--- config.mk ---
export PLATFORM = sky130hd
export DESIGN_NAME = clock_step_controller
export DESIGN_NICKNAME = d
export VERILOG_FILES = /design/src/rtl/clock_step_pkg.sv /design/src/rtl/debounce_edge.sv /design/src/rtl/clock_step_controller.sv
export SDC_FILE = /design/constraint.sdc
export NUM_CORES = 1
export LEC_CHECK = 0
export ABC_AREA = 1
export BUFFER_PORTS_ARGS = -buffer_cell sky130_fd_sc_hd__clkbuf_2
export CAP_MARGIN = 5
export CORE_MARGIN = 2
export CORE_UTILIZATION = 45
export CTS_CLUSTER_SIZE = 25
export DETAILED_ROUTE_END_ITERATION = 6
export GPL_TIMING_DRIVEN = 0
export PLACE_DENSITY = 0.61
export SLEW_MARGIN = 20
export SYNTH_ARGS = -nofsm -noshare
export SYNTH_HDL_FRONTEND = slang
export SYNTH_SLANG_ARGS = --single-unit
--- constraint.sdc ---
create_clock -name clk -period 1.7 [get_ports clk]
set_clock_uncertainty 0.2 [all_clocks]
set_input_delay 0.17 -clock clk [delete_from_list [all_inputs] [get_ports clk]]
set_output_delay 0.17 -clock clk [all_outputs]
set_load 0.01 [all_outputs]
--- src/rtl/clock_step_pkg.sv ---
// Shared types and width helpers for the front-panel clock sequencer.
package clock_step_pkg;

    typedef enum logic [1:0] {
        ST_HALT = 2'b00,
        ST_RUN  = 2'b01,
        ST_STEP = 2'b10
    } state_t;

    // Counter width for a modulus of n, never narrower than one bit.
    function automatic int cnt_width(input int n);
        return (n <= 2) ? 1 : $clog2(n);
    endfunction

endpackage

--- src/rtl/debounce_edge.sv ---
// One panel button: 2-FF synchronizer, stable-sample debounce, registered press pulse.
module debounce_edge
    import clock_step_pkg::*;
#(
    parameter int DEBOUNCE_CYCLES = 16
) (
    input  logic clk,
    input  logic rst_n,
    input  logic raw,
    output logic level,
    output logic press
);

    localparam int              CW      = cnt_width(DEBOUNCE_CYCLES);
    localparam logic [CW-1:0]   CNT_MAX = CW'(DEBOUNCE_CYCLES - 1);

    logic          sync1;
    logic          sync2;
    logic          level_d;
    logic [CW-1:0] cnt;

    always_ff @(posedge clk or negedge rst_n) begin
        if (!rst_n) begin
            sync1 <= 1'b0;
            sync2 <= 1'b0;
        end else begin
            sync1 <= raw;
            sync2 <= sync1;
        end
    end

    // Any sample matching the current level restarts the count, so only an
    // unbroken run of DEBOUNCE_CYCLES differing samples flips the level.
    always_ff @(posedge clk or negedge rst_n) begin
        if (!rst_n) begin
            cnt   <= '0;
            level <= 1'b0;
        end else if (sync2 == level) begin
            cnt   <= '0;
        end else if (cnt == CNT_MAX) begin
            cnt   <= '0;
            level <= ~level;
        end else begin
            cnt   <= cnt + 1'b1;
        end
    end

    always_ff @(posedge clk or negedge rst_n) begin
        if (!rst_n) begin
            level_d <= 1'b0;
            press   <= 1'b0;
        end else begin
            level_d <= level;
            press   <= level & ~level_d;
        end
    end

endmodule

--- src/rtl/clock_step_controller.sv ---
// Front-panel clock sequencer: RUN / STEP / HALT state machine driving the CPU clock enable.
module clock_step_controller
    import clock_step_pkg::*;
#(
    parameter int DEBOUNCE_CYCLES = 16,
    parameter int RUN_DIV         = 1
) (
    input  logic clk,
    input  logic rst_n,
    input  logic btn_run,
    input  logic btn_step,
    input  logic btn_halt,
    input  logic cpu_halt,
    output logic cpu_clk_en,
    output logic running,
    output logic halted
);

    localparam int            DW      = cnt_width(RUN_DIV);
    localparam logic [DW-1:0] DIV_MAX = DW'(RUN_DIV - 1);

    // Button lanes: 0 = run, 1 = step, 2 = halt.
    logic [2:0] btn_raw;
    logic [2:0] btn_level;
    logic [2:0] btn_press;
    logic       run_press;
    logic       step_press;
    logic       halt_press;
    logic       unused_levels;

    assign btn_raw       = {btn_halt, btn_step, btn_run};
    assign run_press     = btn_press[0];
    assign step_press    = btn_press[1];
    assign halt_press    = btn_press[2];
    assign unused_levels = ^btn_level;

    for (genvar i = 0; i < 3; i++) begin : g_btn
        debounce_edge #(
            .DEBOUNCE_CYCLES(DEBOUNCE_CYCLES)
        ) u_db (
            .clk  (clk),
            .rst_n(rst_n),
            .raw  (btn_raw[i]),
            .level(btn_level[i]),
            .press(btn_press[i])
        );
    end

    state_t        state;
    state_t        state_next;
    logic [DW-1:0] div_cnt;
    logic [DW-1:0] div_next;

    always_ff @(posedge clk or negedge rst_n) begin
        if (!rst_n) begin
            state   <= ST_HALT;
            div_cnt <= '0;
        end else begin
            state   <= state_next;
            div_cnt <= div_next;
        end
    end

    always_comb begin
        state_next = state;
        div_next   = '0;
        case (state)
            ST_HALT: begin
                if (run_press)       state_next = ST_RUN;
                else if (step_press) state_next = ST_STEP;
            end
            ST_RUN: begin
                if (halt_press || cpu_halt) state_next = ST_HALT;
            end
            ST_STEP: state_next = ST_HALT;
            default: state_next = ST_HALT;
        endcase
        // Divider only advances while staying in RUN; entering RUN starts it at 0.
        if (state == ST_RUN && state_next == ST_RUN)
            div_next = (div_cnt == DIV_MAX) ? '0 : div_cnt + 1'b1;
    end

    always_comb begin
        cpu_clk_en = (state == ST_STEP) || (state == ST_RUN && div_cnt == DIV_MAX);
        running    = (state == ST_RUN);
        halted     = (state == ST_HALT);
    end

endmodule

# [Word-level counts from Yosys, hierarchy flattened]
# Cells that the tools add are included.
[totals] ff_bits=30 input_bits=6 out_inout_bits=3 wordCells=66
[op_classes] add_sub_neg=4 eq_ne=9 muxes=12 bitwise=13 n_reduce_logical=8
[op_table] op="4-bit 2-to-1 mux" n=6
[op_table] op="4-bit by 1-bit adder with 4-bit output, second input constant" n=3
[op_table] op="4-bit equality test, second input constant" n=3
[op_table] op="1-bit inverter" n=10
[op_table] op="2-bit 2-to-1 mux" n=3
[op_table] op="2-bit AND reduction" n=3
[op_table] op="2-bit by 1-bit equality test with 1-bit output, second input constant" n=2
[op_table] op="2-bit one-hot mux with 2 select lines" n=1
[op_table] op="1-bit bitwise AND" n=3
[op_table] op="1-bit equality test" n=3
[op_table] op="2-bit equality test, second input constant" n=1
[op_table] op="1-bit logical AND" n=2
[op_table] op="2-bit zero test" n=1
[op_table] op="1-bit logical OR" n=2
[op_table] op="1-bit 2-to-1 mux" n=2
[op_table] op="1-bit adder, second input constant" n=1

# [Longest topological paths before layout]
# Gate-level depths: netlist of run 1.
[logic_depth] word_depth=6 mapped_depth=5 ltp_nobuf=5

# [Modules after synthesis]
# A second synthesis of run 1 with hierarchy kept.
[hier_totals] cells_unflattened=111 hier_area_um2=1121.1
[by_module_without_submodules] module="debounce_edge" instances=3 cells_per_inst=31 area_each_um2=329.1 seq_area_each_um2=225.2
[by_module_without_submodules] module="clock_step_controller" instances=1 cells_per_inst=18 area_each_um2=133.9 seq_area_each_um2=50.0

# [Worst setup path before layout of run 1]
# OpenSTA, ideal clock, no wires.
[synth_timing] kind="reg2reg" from="reg state[1]" to="reg state[0]" setup_time_ps=65 arrival_ps=983 t_required_ps=1435 slack_ps=452 path_stages_with_launch=6 n_path_buf=0 period_less_slack_ps=1248 path_cell_list="dfrtp_1 > inv_1 > ha_1 > nor3b_1 > nand2_1 > nand2_1"
[synth_via] elab_chain_cells=2 elab_cells_between_ends=3 classes_between="eq/ne: 1; mux: 1; reduce/logical: 1"
[synth_lines] item="start: declaration" line_no="clock_step_controller.sv:49" rtl="state_t state;"
[synth_lines] item="start signal: assignment" line_no="clock_step_controller.sv:59" rtl="state <= state_next;"
[synth_lines] item="2-bit by 1-bit equality test with 1-bit output"
[synth_lines] item="named net running" line_no="clock_step_controller.sv:15" rtl="output logic running,"
[synth_lines] item="2-bit one-hot mux with 2 select lines" line_no="clock_step_controller.sv:67" rtl="case (state)"
[synth_lines] item="named net state_next[0]" line_no="clock_step_controller.sv:50" rtl="state_t state_next;"
# The timed path passes the listed nets, and every way through them passes these cells.
# A chain may end at the register's enable or synchronous reset.

# [Final worst setup path of run 1]
[layout_timing] from="reg state[0]" to="out cpu_clk_en"
[layout_via] elab_chain_cells=3 elab_cells_between_ends=4 classes_between="eq/ne: 2; reduce/logical: 2"
[layout_lines] item="2-bit by 1-bit equality test with 1-bit output" line_no="clock_step_controller.sv:84" rtl="cpu_clk_en = (state == ST_STEP) || (state == ST_RUN && div_cnt == DIV_MAX);"
[layout_lines] item="1-bit logical AND" line_no="clock_step_controller.sv:84"
[layout_lines] item="1-bit logical OR *" line_no="clock_step_controller.sv:84"
[layout_lines] item="end: declaration" line_no="clock_step_controller.sv:14" rtl="output logic cpu_clk_en,"
# Every way passes the cells marked *; elsewhere a longest branch is shown, timed or not.

==> results of run 1 <==
## cell families after synthesis
family / Yosys count
AO/OA/AOI/OAI: 4
XOR/XNOR: 3
adder cells (fa/ha/maj): 5
buffers and inverters: 14
flip-flops: 29
AND/OR/NAND/NOR: 54
## metal layers
layer	vias up	part of all wire, %	track usage [%]
met5	-	0	0
li1	382	-	-
met2	13	46	22.6
met3	5	4.4	9.17
met4	0	2.7	8.97
met1	334	47	14.1
## synth_stat cells
master	count
sky130_fd_sc_hd__nor3b_1	1
sky130_fd_sc_hd__o21bai_1	1
sky130_fd_sc_hd__dfrtp_1	29
sky130_fd_sc_hd__nand4_1	3
sky130_fd_sc_hd__ha_1	5
sky130_fd_sc_hd__inv_1	14
sky130_fd_sc_hd__nor2_1	17
sky130_fd_sc_hd__xnor2_1	3
sky130_fd_sc_hd__nand3_1	9
sky130_fd_sc_hd__nand2_1	24
sky130_fd_sc_hd__o21ai_1	3
## flip-flops by register name (all words and copies together), names as in the netlist
| name | cells |
|---|---|
| g_btn.u_db.cnt | 12 |
| g_btn.u_db.press | 3 |
| g_btn.u_db.level | 3 |
| g_btn.u_db.sync2 | 3 |
| g_btn.u_db.sync1 | 3 |
| g_btn.u_db.level_d | 3 |
| state | 2 |
## power by group through the flow
stage	Clock, W	Sequential (W)	Combinational [W]
6_report	0.000368	0.000735	0.0000766
3_5_place_dp	0	0.000749	0.0000701
5_1_grt	0.000427	0.000739	0.0000911
4_1_cts	0.000390	0.000735	0.0000791
2_1_floorplan	0	0.000745	0.0000428
3_3_place_gp	0	0.000747	0.0000679
## layout make-up
| cell class | instances | share of cell area, % |
|---|---|---|
| multi-input combinational | 66 | 26.1 |
| clock buffer | 8 | 3.78 |
| timing repair buffer | 13 | 6.98 |
| inverter | 14 | 4.07 |
| sequential | 29 | 56.2 |
| tap | 30 | 2.91 |
## final timing paths
check | startpoint | to | slack, ns
worst min-delay path | g_btn[0].u_db.sync1 | g_btn[0].u_db.sync2 | 0.15
max in group asynchronous | rst_n | g_btn[2].u_db.cnt[3] | 0.67
min in group asynchronous | rst_n | g_btn[1].u_db.cnt[1] | 0.20
worst max-delay path | state[0] | cpu_clk_en | 0.17
worst min register to register | g_btn[0].u_db.sync1 | g_btn[0].u_db.sync2 | 0.15
worst max register to register | state[1] | state[1] | 0.41
## critical path: stages, from the launching register on
cell                       delay [ns]
sky130_fd_sc_hd__dfrtp_1         0.37
sky130_fd_sc_hd__inv_1           0.07
sky130_fd_sc_hd__ha_1            0.29
sky130_fd_sc_hd__clkbuf_2        0.13
## through the flow
stage / instance area [µm²] / instances / total power [W]
after detailed placement: 1190 / 147 / 0.000819
final: 1290 / 160 / 0.00118
after global placement: 1190 / 147 / 0.000815
after CTS: 1290 / 160 / 0.00120
after floorplan: 1110 / 109 / 0.000788
after global routing: 1290 / 160 / 0.00126
## repair_timing
| action | in CTS | in global routing |
|---|---|---|
| gates resized for setup | 0 | 0 |
| hold endpoints to repair | 34 | 0 |
| hold buffers | 5 | 0 |
==> report_table.html, run 1 <==
<table>
<tr><th>Metric</th><th>Value</th></tr>
<tr><th colspan="2">Job</th></tr>
<tr><td>Max cap viols</td><td>0</td></tr>
<tr><th colspan="2">STA</th></tr>
<tr><td># setup viols final</td><td>0</td></tr>
<tr><td>Total Negative Setup Slacks</td><td>0 ns</td></tr>
<tr><td>Achievable frequency</td><td>652 MHz</td></tr>
<tr><td>Worst slew margin</td><td>56.6%</td></tr>
<tr><td>Slew Limit Fails</td><td>0</td></tr>
<tr><td>Unrepaired setup endpoints after global routing</td><td>false</td></tr>
<tr><td>Crit share post-route</td><td>90.2%</td></tr>
<tr><td>Final worst-path setup slack</td><td>0.167 ns</td></tr>
<tr><td>WHS</td><td>0.151 ns</td></tr>
<tr><td>Actual transition at the worst max-transition pin</td><td>0.651 ns</td></tr>
<tr><td>Final hold viol count</td><td>0</td></tr>
<tr><td>Clock period minus final worst setup slack</td><td>1.53 ns</td></tr>
<tr><th colspan="2">Cells and area</th></tr>
<tr><td>Layout Utilization</td><td>53.6%</td></tr>
<tr><td>Most common library cell in the layout ignoring fill and taps</td><td>sky130_fd_sc_hd__dfrtp_1</td></tr>
<tr><td>Number of fill cells in the layout</td><td>219</td></tr>
<tr><td>Number of nets in the layout</td><td>140</td></tr>
<tr><td>Area taken by flip-flops and latches</td><td>726 µm²</td></tr>
<tr><td>Commonest non-fill, non-tap cells in the layout</td><td>sky130_fd_sc_hd__dfrtp_1, sky130_fd_sc_hd__nand2_1, sky130_fd_sc_hd__nor2_1</td></tr>
<tr><td>Diode insertion count for antenna repair</td><td>0</td></tr>
<tr><td>Share of final-layout standard cells stronger than drive strength 1</td><td>10.0%</td></tr>
<tr><td>Area Growth Syn to Fin</td><td>15.8%</td></tr>
<tr><td>Multi-input gate area</td><td>337 µm²</td></tr>
<tr><th colspan="2">Hold path</th></tr>
<tr><td>Number of cells on the worst hold path</td><td>0</td></tr>
<tr><td>Worst hold-check path type</td><td>register to register</td></tr>
<tr><th colspan="2">Global route</th></tr>
<tr><td>Number of antenna violations at the first check in global routing</td><td>0</td></tr>
<tr><td>Total track usage</td><td>14.4%</td></tr>
<tr><td>First-pass GRT wire length</td><td>2660 µm</td></tr>
<tr><td>Number of global-route vias before repair</td><td>681</td></tr>
<tr><td>Maximum number of pins on one net before global-route repair</td><td>30</td></tr>
<tr><td>Remaining Overflow, GRT</td><td>0</td></tr>
<tr><th colspan="2">Die</th></tr>
<tr><td>Floorplan row count</td><td>18</td></tr>
<tr><td>Initial cell density of the core</td><td>46.3%</td></tr>
<tr><td>Core region area</td><td>2410 µm²</td></tr>
<tr><td>Die Y</td><td>53.8 µm</td></tr>
<tr><td>Num ports</td><td>9</td></tr>
<tr><td>Width of the chip</td><td>53.8 µm</td></tr>
<tr><td>Die area</td><td>2890 µm²</td></tr>
<tr><th colspan="2">Routing</th></tr>
<tr><td>Mean number of vias per cell</td><td>4.59</td></tr>
<tr><td>Residual DRC count</td><td>0</td></tr>
<tr><td>Detailed Route WL</td><td>1470 µm</td></tr>
<tr><td>Number of detailed-routing iterations run before antenna repair</td><td>4</td></tr>
<tr><td>Antenna Nets Post-Route</td><td>0</td></tr>
<tr><td>Drt initial violations</td><td>6</td></tr>
<tr><td>Final routed wire length divided by cell count</td><td>9.19 µm</td></tr>
<tr><td>Count of vias placed by the detailed router</td><td>734</td></tr>
<tr><th colspan="2">Place</th></tr>
<tr><td>DP Worst Slack</td><td>0.389 ns</td></tr>
<tr><td>Port buffer count</td><td>8</td></tr>
<tr><td>Placer Congestion</td><td>0.742</td></tr>
<tr><td>Final HPWL DP</td><td>1070 µm</td></tr>
<tr><th colspan="2">Clock network</th></tr>
<tr><td>Total number of H-tree levels</td><td>2</td></tr>
<tr><td>Clk root buf</td><td>sky130_fd_sc_hd__clkbuf_4</td></tr>
<tr><td>CTS Buffer Depth</td><td>2</td></tr>
<tr><td>Post-CTS clock slew at the launch and capture registers of the worst setup and hold paths</td><td>0.08 ns</td></tr>
<tr><td>Setup Buffers After CTS</td><td>0</td></tr>
<tr><td>Source-to-sink clock delay at the later pin of the worst-skew pair</td><td>0.31 ns</td></tr>
<tr><td>Clock tree from TritonCTS</td><td>yes</td></tr>
<tr><td>Total number of clock tree sinks</td><td>29</td></tr>
<tr><td>Number of CTS-inserted buffers</td><td>5</td></tr>
<tr><th colspan="2">Pwr</th></tr>
<tr><td>Relative contribution of sequential cells to total power</td><td>62.3%</td></tr>
<tr><td>Total internal power</td><td>0.000914 W</td></tr>
<tr><td>Switching power as a share of total power</td><td>22.5%</td></tr>
<tr><td>Net switching power</td><td>0.000266 W</td></tr>
<tr><td>Static Leak</td><td>0.670 nW</td></tr>
<tr><td>Power density over the cells</td><td>913 nW/µm²</td></tr>
<tr><td>Portion of total power attributed to combinational logic</td><td>6.5%</td></tr>
<tr><td>Clock group share of total power</td><td>31.2%</td></tr>
<tr><td>Maximum vdd drop</td><td>604 µV</td></tr>
<tr><th colspan="2">Synthesis</th></tr>
<tr><td>Cell count after synthesis</td><td>109</td></tr>
<tr><td>Area share of the largest cell type after synthesis</td><td>65.1%</td></tr>
<tr><td>Fraction of the mapped netlist area in simple logic gates</td><td>20.2%</td></tr>
<tr><td>Area fraction in compound gates after synthesis</td><td>2.02%</td></tr>
<tr><td>Sequential fraction of the synthesis area</td><td>65.1%</td></tr>
<tr><td>Avg Cell Area, Syn</td><td>10.2 µm²</td></tr>
<tr><td>Count of state elements after synthesis</td><td>29</td></tr>
<tr><td>Share of synthesized area spent on multiplexers</td><td>0%</td></tr>
<tr><td>Post-Synth Adder-Cell Area</td><td>5.61%</td></tr>
<tr><td>Number of distinct library cell variants in the gate-level netlist after synthesis</td><td>11</td></tr>
<tr><td>Warnings, synthesis</td><td>0</td></tr>
<tr><td>Area of the mapped netlist</td><td>1110 µm²</td></tr>
<tr><td>Main combinational cell family by area after synthesis</td><td>simple AND/OR/NAND/NOR gates</td></tr>
<tr><td>Dominant cell type by area after synthesis</td><td>sky130_fd_sc_hd__dfrtp_1</td></tr>
<tr><td>Synth Net Count</td><td>120</td></tr>
<tr><td>Synth Area in XOR/XNOR</td><td>2.36%</td></tr>
<tr><td>Leading post-synthesis cells by cell area</td><td>sky130_fd_sc_hd__dfrtp_1, sky130_fd_sc_hd__nand2_1, sky130_fd_sc_hd__nor2_1, sky130_fd_sc_hd__ha_1, sky130_fd_sc_hd__inv_1</td></tr>
<tr><th colspan="2">Worst setup path</th></tr>
<tr><td>Number of cells traversed by the worst register-to-register path</td><td>5</td></tr>
<tr><td>Data arrival time at the worst-slack endpoint</td><td>1.16 ns</td></tr>
<tr><td>Largest fanout of any net on the critical path</td><td>3</td></tr>
<tr><td>Worst setup SP type</td><td>register</td></tr>
<tr><td>Critical Path RT</td><td>1.33 ns</td></tr>
<tr><td>Sort of element at the end of the critical path</td><td>primary output</td></tr>
<tr><td>Critical path class</td><td>register to primary output</td></tr>
<tr><th colspan="2">Run status</th></tr>
<tr><td>Result of the run</td><td>complete, no violations</td></tr>
</table>
Note: power is estimated with default switching activity, not from simulation.
==> run 2, diff against run 1 <==
Settings changed: CORE_UTILIZATION 45 to 25, PLACE_DENSITY 0.61 to 0.38.
==> report_table.html, run 2 (synthesis gave the netlist of run 1 again) <==
<table>
<tr><th>Metric</th><th>Value</th></tr>
<tr><th colspan="2">Worst setup path</th></tr>
<tr><td>Critical Path RT</td><td>1.33 ns (about the same)</td></tr>
<tr><td>Largest fanout of any net on the critical path</td><td>3 (unchanged)</td></tr>
<tr><td>Sort of element at the end of the critical path</td><td>primary output</td></tr>
<tr><td>Worst path max stage delay</td><td>0.37 ns (about the same)</td></tr>
<tr><td>Slowest library cell on the worst path</td><td>sky130_fd_sc_hd__dfrtp_1</td></tr>
<tr><td>Critical path class</td><td>register to primary output</td></tr>
<tr><td>R2R Path Start</td><td>state[1]</td></tr>
<tr><td>Cell chain of the critical path</td><td>inv_1, ha_1, clkbuf_2</td></tr>
<tr><td>Data arrival time at the worst-slack endpoint</td><td>1.12 ns (-0.04 ns)</td></tr>
<tr><td>Number of cells traversed by the worst register-to-register path</td><td>5 (unchanged)</td></tr>
<tr><td>Worst setup SP type</td><td>register</td></tr>
<tr><td>Worst-case register-to-register setup slack</td><td>0.44 ns (+0.03 ns)</td></tr>
<tr><td>End of the worst register-to-register path</td><td>state[1]</td></tr>
<tr><th colspan="2">Clock network</th></tr>
<tr><td>Post-CTS clock slew at the launch and capture registers of the worst setup and hold paths</td><td>0.06 ns (-0.02 ns)</td></tr>
<tr><td>Total number of clock tree sinks</td><td>29 (unchanged)</td></tr>
<tr><td>Total number of H-tree levels</td><td>2 (unchanged)</td></tr>
<tr><td>Number of gates resized after cts</td><td>0 (unchanged)</td></tr>
<tr><td>CTS Buffer Depth</td><td>2 (unchanged)</td></tr>
<tr><td>Clock tree from TritonCTS</td><td>yes</td></tr>
<tr><td>Number of CTS-inserted buffers</td><td>5 (unchanged)</td></tr>
<tr><td>Source-to-sink clock delay at the later pin of the worst-skew pair</td><td>0.27 ns (-0.04 ns)</td></tr>
<tr><td>Clk root buf</td><td>sky130_fd_sc_hd__clkbuf_8</td></tr>
<tr><th colspan="2">Global route</th></tr>
<tr><td>First-pass GRT wire length</td><td>2990 µm (+12%)</td></tr>
<tr><td>Remaining Overflow, GRT</td><td>0 (unchanged)</td></tr>
<tr><td>Total track usage</td><td>7.63% (-6.8 points)</td></tr>
<tr><td>Number of antenna violations at the first check in global routing</td><td>0 (unchanged)</td></tr>
<tr><td>Number of global-route vias before repair</td><td>732 (+7.5%)</td></tr>
<tr><td>Maximum number of pins on one net before global-route repair</td><td>30 (unchanged)</td></tr>
<tr><th colspan="2">STA</th></tr>
<tr><td>Final hold viol count</td><td>0 (unchanged)</td></tr>
<tr><td>Total Negative Setup Slacks</td><td>0 ns (unchanged)</td></tr>
<tr><td>Worst slew margin</td><td>52.8% (-3.8 points)</td></tr>
<tr><td>Slew Limit Fails</td><td>0 (unchanged)</td></tr>
<tr><td>Crit share post-route</td><td>87.6% (-2.6 points)</td></tr>
<tr><td># setup viols final</td><td>0 (unchanged)</td></tr>
<tr><td>Actual transition at the worst max-transition pin</td><td>0.708 ns (+0.0576 ns)</td></tr>
<tr><td>Unrepaired setup endpoints after global routing</td><td>false</td></tr>
<tr><td>WHS</td><td>0.147 ns (-0.00355 ns)</td></tr>
<tr><td>Achievable frequency</td><td>671 MHz (+3.0%)</td></tr>
<tr><td>Clock period minus final worst setup slack</td><td>1.49 ns (-0.0442 ns)</td></tr>
<tr><th colspan="2">Pwr</th></tr>
<tr><td>Power density over the cells</td><td>1010 nW/µm² (+10%)</td></tr>
<tr><td>Relative contribution of sequential cells to total power</td><td>54.0% (-8.3 points)</td></tr>
<tr><td>Clock group share of total power</td><td>40.3% (+9.1 points)</td></tr>
<tr><td>Maximum vdd drop</td><td>334 µV (-45%)</td></tr>
<tr><td>Net switching power</td><td>0.000293 W (+10%)</td></tr>
<tr><td>Portion of total power attributed to combinational logic</td><td>5.7% (-0.8 points)</td></tr>
<tr><td>Switching power as a share of total power</td><td>21.5% (-1.0 points)</td></tr>
<tr><td>Total internal power</td><td>0.00107 W (+17%)</td></tr>
<tr><td>Static Leak</td><td>0.688 nW (+2.7%)</td></tr>
<tr><th colspan="2">Cells and area</th></tr>
<tr><td>Number of nets in the layout</td><td>140 (unchanged)</td></tr>
<tr><td>Most common library cell in the layout ignoring fill and taps</td><td>sky130_fd_sc_hd__dfrtp_1</td></tr>
<tr><td>Area Growth Syn to Fin</td><td>21.7%</td></tr>
<tr><td>Layout Utilization</td><td>31.4% (-22 points)</td></tr>
<tr><td>Largest register by flop count</td><td>g_btn.u_db.cnt</td></tr>
<tr><td>Diode insertion count for antenna repair</td><td>0 (unchanged)</td></tr>
<tr><td>Flip-flop count of the largest register after layout</td><td>12 (unchanged)</td></tr>
<tr><td>Non-filler cells, final</td><td>181 (+13%)</td></tr>
<tr><td>Commonest non-fill, non-tap cells in the layout</td><td>sky130_fd_sc_hd__dfrtp_1, sky130_fd_sc_hd__nand2_1, sky130_fd_sc_hd__nor2_1</td></tr>
<tr><td>Share of final-layout standard cells stronger than drive strength 1</td><td>10.9% (+0.85 points)</td></tr>
<tr><th colspan="2">Routing</th></tr>
<tr><td>Mean number of vias per cell</td><td>3.97 (-14%)</td></tr>
<tr><td>Drt initial violations</td><td>29 (+23)</td></tr>
<tr><td>Detailed Route WL</td><td>1580 µm (+7.7%)</td></tr>
<tr><td>Residual DRC count</td><td>0 (unchanged)</td></tr>
<tr><td>Count of vias placed by the detailed router</td><td>718 (-2.2%)</td></tr>
<tr><td>Antenna Nets Post-Route</td><td>0 (unchanged)</td></tr>
<tr><td>Number of detailed-routing iterations run before antenna repair</td><td>3 (-1)</td></tr>
<tr><td>Final routed wire length divided by cell count</td><td>8.75 µm (-4.8%)</td></tr>
<tr><th colspan="2">Place</th></tr>
<tr><td>Port buffer count</td><td>8 (unchanged)</td></tr>
<tr><td>Number of placed instances with taps included</td><td>169 (+15%)</td></tr>
<tr><td>Placer Congestion</td><td>0.721 (-2.8%)</td></tr>
<tr><td>Final HPWL DP</td><td>1110 µm (+4.0%)</td></tr>
<tr><th colspan="2">Die</th></tr>
<tr><td>Width of the chip</td><td>70.8 µm (+32%)</td></tr>
<tr><td>Die area</td><td>5010 µm² (+73%)</td></tr>
<tr><td>Floorplan row count</td><td>24 (+6)</td></tr>
<tr><td>Num ports</td><td>9 (unchanged)</td></tr>
<tr><td>Die Y</td><td>70.8 µm (+32%)</td></tr>
<tr><td>Core region area</td><td>4320 µm² (+79%)</td></tr>
<tr><td>Initial cell density of the core</td><td>25.8% (-20 points)</td></tr>
<tr><th colspan="2">Hold path</th></tr>
<tr><td>Worst min-delay path endpoint</td><td>g_btn[0].u_db.sync2</td></tr>
<tr><td>Number of cells on the worst hold path</td><td>0 (unchanged)</td></tr>
<tr><td>Worst hold-check path type</td><td>register to register</td></tr>
<tr><td>Launch instance of the worst min-delay path</td><td>g_btn[0].u_db.sync1</td></tr>
<tr><th colspan="2">Job</th></tr>
<tr><td>Max cap viols</td><td>0 (unchanged)</td></tr>
<tr><th colspan="2">Run status</th></tr>
<tr><td>Result of the run</td><td>complete, no violations</td></tr>
</table>
-- run 2: cell count changes in the layout (fill, tap and decap cells not counted), sizes merged --
cell    before  now
clkbuf      16   15
-- run 2: power groups by stage --
stage | clock network (W) | registers, W | logic (W)
2_1_floorplan | 0 | 0.000745 | 0.0000428
6_report | 0.000550 | 0.000737 | 0.0000777
3_3_place_gp | 0 | 0.000748 | 0.0000696
3_5_place_dp | 0 | 0.000749 | 0.0000712
4_1_cts | 0.000578 | 0.000736 | 0.0000807
5_1_grt | 0.000607 | 0.000740 | 0.0000919
-- run 2: per-stage QoR --
| step | area [µm²] | setup WS, ns | power [W] |
|---|---|---|---|
| final | 1360 | 0.211 | 0.00136 |
| after global routing | 1360 | 0.156 | 0.00144 |
| after CTS | 1360 | 0.193 | 0.00140 |
| after detailed placement | 1220 | 0.425 | 0.000820 |
| after global placement | 1220 | 0.432 | 0.000818 |
| after floorplan | 1110 | 0.452 | 0.000788 |
-- run 2: area by class of cell --
type	instances	area, µm²
tap	52	65.1
multi-input combinational	66	337
sequential	29	726
timing repair buffer	13	90.1
fill	447	2970
inverter	14	52.6
clock buffer	7	86.3
-- run 2: worst max path at each step --
stage,start,to,slack (ns)
floorplan,state[1],state[0],0.45
CTS,state[0],cpu_clk_en,0.19
detailed placement,state[1],state[1],0.43
global route,state[0],cpu_clk_en,0.16
finish,state[0],cpu_clk_en,0.21
global placement,g_btn[0].u_db.cnt[0],g_btn[0].u_db.cnt[3],0.43
-- run 2: worst max-delay path: cells and delay by family, from the launching register on --
family	cells	cell delay (ns)
DFF	1	0.37
adders and majority gates	1	0.29
buffers and inverters	2	0.20
-- run 2: timing repair --
item / CTS / global route
setup buffers: 0 / 0
hold endpoints to repair: 34 / 0
hold buffers: 5 / 0
-- run 2: metal layers --
metal | share of wire, % | global-route usage, %
met1 | 50 | 9.54
met2 | 43 | 10.9
met3 | 4.9 | 2.99
met4 | 1.7 | 5.03
met5 | 0 | 0
==> run 3, diff against run 2 <==
Settings changed: ABC_AREA 1 to not set, HOLD_SLACK_MARGIN set to 0.05.
==> report_table.html, run 3 <==
<table>
<tr><th>Metric</th><th>Value</th></tr>
<tr><th colspan="2">Synthesis</th></tr>
<tr><td>Fraction of the mapped netlist area in simple logic gates</td><td>12.0% (-8.2 points)</td></tr>
<tr><td>Asr flop ratio synth</td><td>100% (unchanged)</td></tr>
<tr><td>Commonest register cell after synthesis</td><td>sky130_fd_sc_hd__dfrtp_1</td></tr>
<tr><td>Cell count after synthesis</td><td>82 (-25%)</td></tr>
<tr><td>Synth Area in XOR/XNOR</td><td>4.69% (+2.3 points)</td></tr>
<tr><td>EDFF count, synth</td><td>0 (unchanged)</td></tr>
<tr><td>Sequential fraction of the synthesis area</td><td>64.8% (-0.29 points)</td></tr>
<tr><td>Warnings, synthesis</td><td>0 (unchanged)</td></tr>
<tr><td>Dominant cell type by area after synthesis</td><td>sky130_fd_sc_hd__dfrtp_1</td></tr>
<tr><td>Area share of the largest cell type after synthesis</td><td>64.8% (-0.29 points)</td></tr>
<tr><td>Count of state elements after synthesis</td><td>29 (unchanged)</td></tr>
<tr><td>Area fraction in compound gates after synthesis</td><td>7.26% (+5.2 points)</td></tr>
<tr><td>Most common library cells after synthesis</td><td>sky130_fd_sc_hd__dfrtp_1, sky130_fd_sc_hd__a21oi_1, sky130_fd_sc_hd__nor2b_1</td></tr>
<tr><td>Synth Net Count</td><td>93 (-23%)</td></tr>
<tr><td>Leading post-synthesis cells by cell area</td><td>sky130_fd_sc_hd__dfrtp_1, sky130_fd_sc_hd__ha_1, sky130_fd_sc_hd__xnor2_1, sky130_fd_sc_hd__mux2_4, sky130_fd_sc_hd__nor2b_1</td></tr>
<tr><td>Most frequent cell after synthesis</td><td>sky130_fd_sc_hd__dfrtp_1</td></tr>
<tr><td>Area of the mapped netlist</td><td>1120 µm² (+0.45%)</td></tr>
<tr><td>Number of distinct library cell variants in the gate-level netlist after synthesis</td><td>15 (+4)</td></tr>
<tr><td>Main combinational cell family by area after synthesis</td><td>simple AND/OR/NAND/NOR gates</td></tr>
<tr><td>Share of synthesized area spent on multiplexers</td><td>4.02% (+4.0 points)</td></tr>
<tr><td>Avg Cell Area, Syn</td><td>13.7 µm² (+34%)</td></tr>
<tr><td>Post-Synth Adder-Cell Area</td><td>5.59% (-0.025 points)</td></tr>
<tr><th colspan="2">Cells and area</th></tr>
<tr><td>Most common library cell in the layout ignoring fill and taps</td><td>sky130_fd_sc_hd__dfrtp_1</td></tr>
<tr><td>Commonest non-fill, non-tap cells in the layout</td><td>sky130_fd_sc_hd__dfrtp_1, sky130_fd_sc_hd__a21oi_1, sky130_fd_sc_hd__clkbuf_2</td></tr>
<tr><td>Diode insertion count for antenna repair</td><td>0 (unchanged)</td></tr>
<tr><td>Flip-flop count of the largest register after layout</td><td>12 (unchanged)</td></tr>
<tr><td>Share of final-layout standard cells stronger than drive strength 1</td><td>19.6% (+8.8 points)</td></tr>
<tr><td>Area Growth Syn to Fin</td><td>21.6% (about the same)</td></tr>
<tr><td>Largest register by flop count</td><td>g_btn.u_db.cnt</td></tr>
<tr><td>Layout Utilization</td><td>31.5% (+0.12 points)</td></tr>
<tr><td>Number of nets in the layout</td><td>113 (-19%)</td></tr>
<tr><th colspan="2">STA</th></tr>
<tr><td>Worst slew margin</td><td>53.3% (+0.48 points)</td></tr>
<tr><td>Unrepaired setup endpoints after global routing</td><td>false</td></tr>
<tr><td>Crit share post-route</td><td>87.7% (about the same)</td></tr>
<tr><td>Actual transition at the worst max-transition pin</td><td>0.701 ns (-0.00721 ns)</td></tr>
<tr><td># setup viols final</td><td>0 (unchanged)</td></tr>
<tr><td>Total Negative Setup Slacks</td><td>0 ns (unchanged)</td></tr>
<tr><td>Clock period minus final worst setup slack</td><td>1.49 ns (+0.00134 ns)</td></tr>
<tr><td>Final hold viol count</td><td>0 (unchanged)</td></tr>
<tr><td>Achievable frequency</td><td>671 MHz (about the same)</td></tr>
<tr><td>Slew Limit Fails</td><td>0 (unchanged)</td></tr>
<tr><th colspan="2">Worst setup path</th></tr>
<tr><td>R2R Path Start</td><td>g_btn[1].u_db.cnt[0]</td></tr>
<tr><td>Cell chain of the critical path</td><td>inv_1, ha_1, clkbuf_2</td></tr>
<tr><td>Worst setup SP type</td><td>register</td></tr>
<tr><td>Worst path max stage delay</td><td>0.36 ns (about the same)</td></tr>
<tr><td>Critical Path RT</td><td>1.33 ns (about the same)</td></tr>
<tr><td>Critical path class</td><td>register to primary output</td></tr>
<tr><td>Timing startpoint of the critical path</td><td>state[0]</td></tr>
<tr><td>Largest fanout of any net on the critical path</td><td>3 (unchanged)</td></tr>
<tr><td>Data arrival time at the worst-slack endpoint</td><td>1.12 ns (about the same)</td></tr>
<tr><td>Sort of element at the end of the critical path</td><td>primary output</td></tr>
<tr><td>Buffering stage count on the worst path with inverters included</td><td>2 (unchanged)</td></tr>
<tr><td>Category of cells accounting for the largest share of critical-path delay</td><td>flip-flops</td></tr>
<tr><td>Slowest library cell on the worst path</td><td>sky130_fd_sc_hd__dfrtp_1</td></tr>
<tr><th colspan="2">Routing</th></tr>
<tr><td>Final routed wire length divided by cell count</td><td>10.3 µm (+18%)</td></tr>
<tr><td>Number of detailed-routing iterations run before antenna repair</td><td>4 (+1)</td></tr>
<tr><td>Detailed Route WL</td><td>1590 µm (+0.38%)</td></tr>
<tr><td>Mean number of vias per cell</td><td>4.26 (+7.4%)</td></tr>
<tr><td>Residual DRC count</td><td>0 (unchanged)</td></tr>
<tr><td>Count of vias placed by the detailed router</td><td>656 (-8.6%)</td></tr>
<tr><td>Antenna Nets Post-Route</td><td>0 (unchanged)</td></tr>
<tr><td>Drt initial violations</td><td>14 (-52%)</td></tr>
<tr><th colspan="2">Die</th></tr>
<tr><td>Initial cell density of the core</td><td>25.9% (+0.12 points)</td></tr>
<tr><td>Core region area</td><td>4320 µm² (unchanged)</td></tr>
<tr><td>Floorplan row count</td><td>24 (unchanged)</td></tr>
<tr><td>Width of the chip</td><td>70.9 µm (+0.21%)</td></tr>
<tr><td>Num ports</td><td>9 (unchanged)</td></tr>
<tr><td>Die area</td><td>5030 µm² (+0.42%)</td></tr>
<tr><td>Die Y</td><td>70.9 µm (+0.21%)</td></tr>
<tr><th colspan="2">Pwr</th></tr>
<tr><td>Maximum vdd drop</td><td>422 µV (+26%)</td></tr>
<tr><td>Static Leak</td><td>0.617 nW (-10%)</td></tr>
<tr><td>Power density over the cells</td><td>1010 nW/µm² (about the same)</td></tr>
<tr><th colspan="2">Clock network</th></tr>
<tr><td>Number of CTS-inserted buffers</td><td>5 (unchanged)</td></tr>
<tr><td>Total number of H-tree levels</td><td>2 (unchanged)</td></tr>
<tr><td>Source-to-sink clock delay at the later pin of the worst-skew pair</td><td>0.27 ns (about the same)</td></tr>
<tr><td>Post-CTS clock slew at the launch and capture registers of the worst setup and hold paths</td><td>0.06 ns (about the same)</td></tr>
<tr><td>Clock tree from TritonCTS</td><td>yes</td></tr>
<tr><td>CTS Buffer Depth</td><td>2 (unchanged)</td></tr>
<tr><td>Total number of clock tree sinks</td><td>29 (unchanged)</td></tr>
<tr><td>Clk root buf</td><td>sky130_fd_sc_hd__clkbuf_8</td></tr>
<tr><th colspan="2">Run status</th></tr>
<tr><td>Result of the run</td><td>complete, no violations</td></tr>
<tr><th colspan="2">Global route</th></tr>
<tr><td>First-pass GRT wire length</td><td>2920 µm (-2.5%)</td></tr>
<tr><td>Maximum number of pins on one net before global-route repair</td><td>30 (unchanged)</td></tr>
<tr><td>Number of antenna violations at the first check in global routing</td><td>0 (unchanged)</td></tr>
<tr><td>Number of global-route vias before repair</td><td>663 (-9.4%)</td></tr>
<tr><td>Remaining Overflow, GRT</td><td>0 (unchanged)</td></tr>
<tr><td>Total track usage</td><td>7.78% (+0.15 points)</td></tr>
<tr><th colspan="2">Hold path</th></tr>
<tr><td>Launch instance of the worst min-delay path</td><td>g_btn[2].u_db.sync1</td></tr>
<tr><td>Worst hold-check path type</td><td>register to register</td></tr>
<tr><th colspan="2">Place</th></tr>
<tr><td>Final HPWL DP</td><td>1060 µm (-4.4%)</td></tr>
<tr><td>Placer Congestion</td><td>0.673 (-6.7%)</td></tr>
<tr><td>Port buffer count</td><td>8 (unchanged)</td></tr>
<tr><th colspan="2">Job</th></tr>
<tr><td>Max cap viols</td><td>0 (unchanged)</td></tr>
</table>
==> run 3: cell types whose count changed after synthesis, sizes merged <==
cell	change
xnor2	+3
mux2	+3
nor2b	+7
nor3b	+1
nor2	-12
a21oi	+8
a311oi	+1
nand3	-6
a32o	+1
inv	-9
nand4b	+3
nand4	-3
nand2	-24
==> run 3: area by class of cell <==
class,count,area [µm²]
fillers,447,2960
flip-flops and latches,29,726
inverters,5,18.8
clock buffers,7,86.3
multi-input cells,48,375
repair buffers,13,90.1
well taps,52,65.1
==> run 3: cell families (layout without fill, tap and decap cells) <==
group                      after synthesis  count (layout)
xor gates and xnor gates                 6               6
AOI/OAI and AO/OA                       14              14
DFF                                     29              29
buffers and inverters                    5              25
and+or+nand+nor                         20              20
muxes                                    3               3
adders and majority gates                5               5
==> run 3: worst register-to-register path: stages (launching register included) <==
cell,delay (ns)
sky130_fd_sc_hd__dfrtp_1,0.41
sky130_fd_sc_hd__ha_1,0.27
sky130_fd_sc_hd__nand3_2,0.10
sky130_fd_sc_hd__mux2_4,0.29
==> run 3: through the flow <==
step                cell area [µm²]  cells  worst slack (ns)  power, W  hold WS (ns)
finish                         1360    154             0.209   0.00137         0.146
global route                   1360    154             0.133   0.00145         0.156
CTS                            1360    154             0.191   0.00140         0.149
detailed placement             1220    142             0.324  0.000824        0.0735
global placement               1220    142             0.326  0.000821        0.0653
floorplan                      1120     82             0.370  0.000791        -0.326
==> run 3: repair_timing <==
| item | CTS | global route |
|---|---|---|
| hold buffers | 5 | 0 |
| endpoints found under the hold margin | 33 | 0 |
| setup buffers | 0 | 0 |
| resized for setup | 0 | 0 |
==> run 3: per-layer routing <==
metal  wire [µm]  track usage [%]
met1         780             9.83
met2         672             10.5
met3          97             4.27
met4          40             4.40
met5           0                0
==> run 3: worst paths after layout <==
kind                       slack, ns                   end  depth (start not counted)
setup / recovery                0.21            cpu_clk_en                          3
hold / removal                  0.15   g_btn[2].u_db.sync2                          0
setup reg to reg                0.32   g_btn[1].u_db.level                          3
hold reg to reg                 0.15   g_btn[2].u_db.sync2                          0
max in group asynchronous       0.58              state[1]                          2
min in group asynchronous       0.27  g_btn[2].u_db.cnt[1]                          2
==> run 3: where the power goes <==
group          switching (W)  leakage, nW  internal [W]
combinational      0.0000401        0.189     0.0000393
clock               0.000232       0.0443      0.000320
sequential         0.0000225        0.384      0.000717
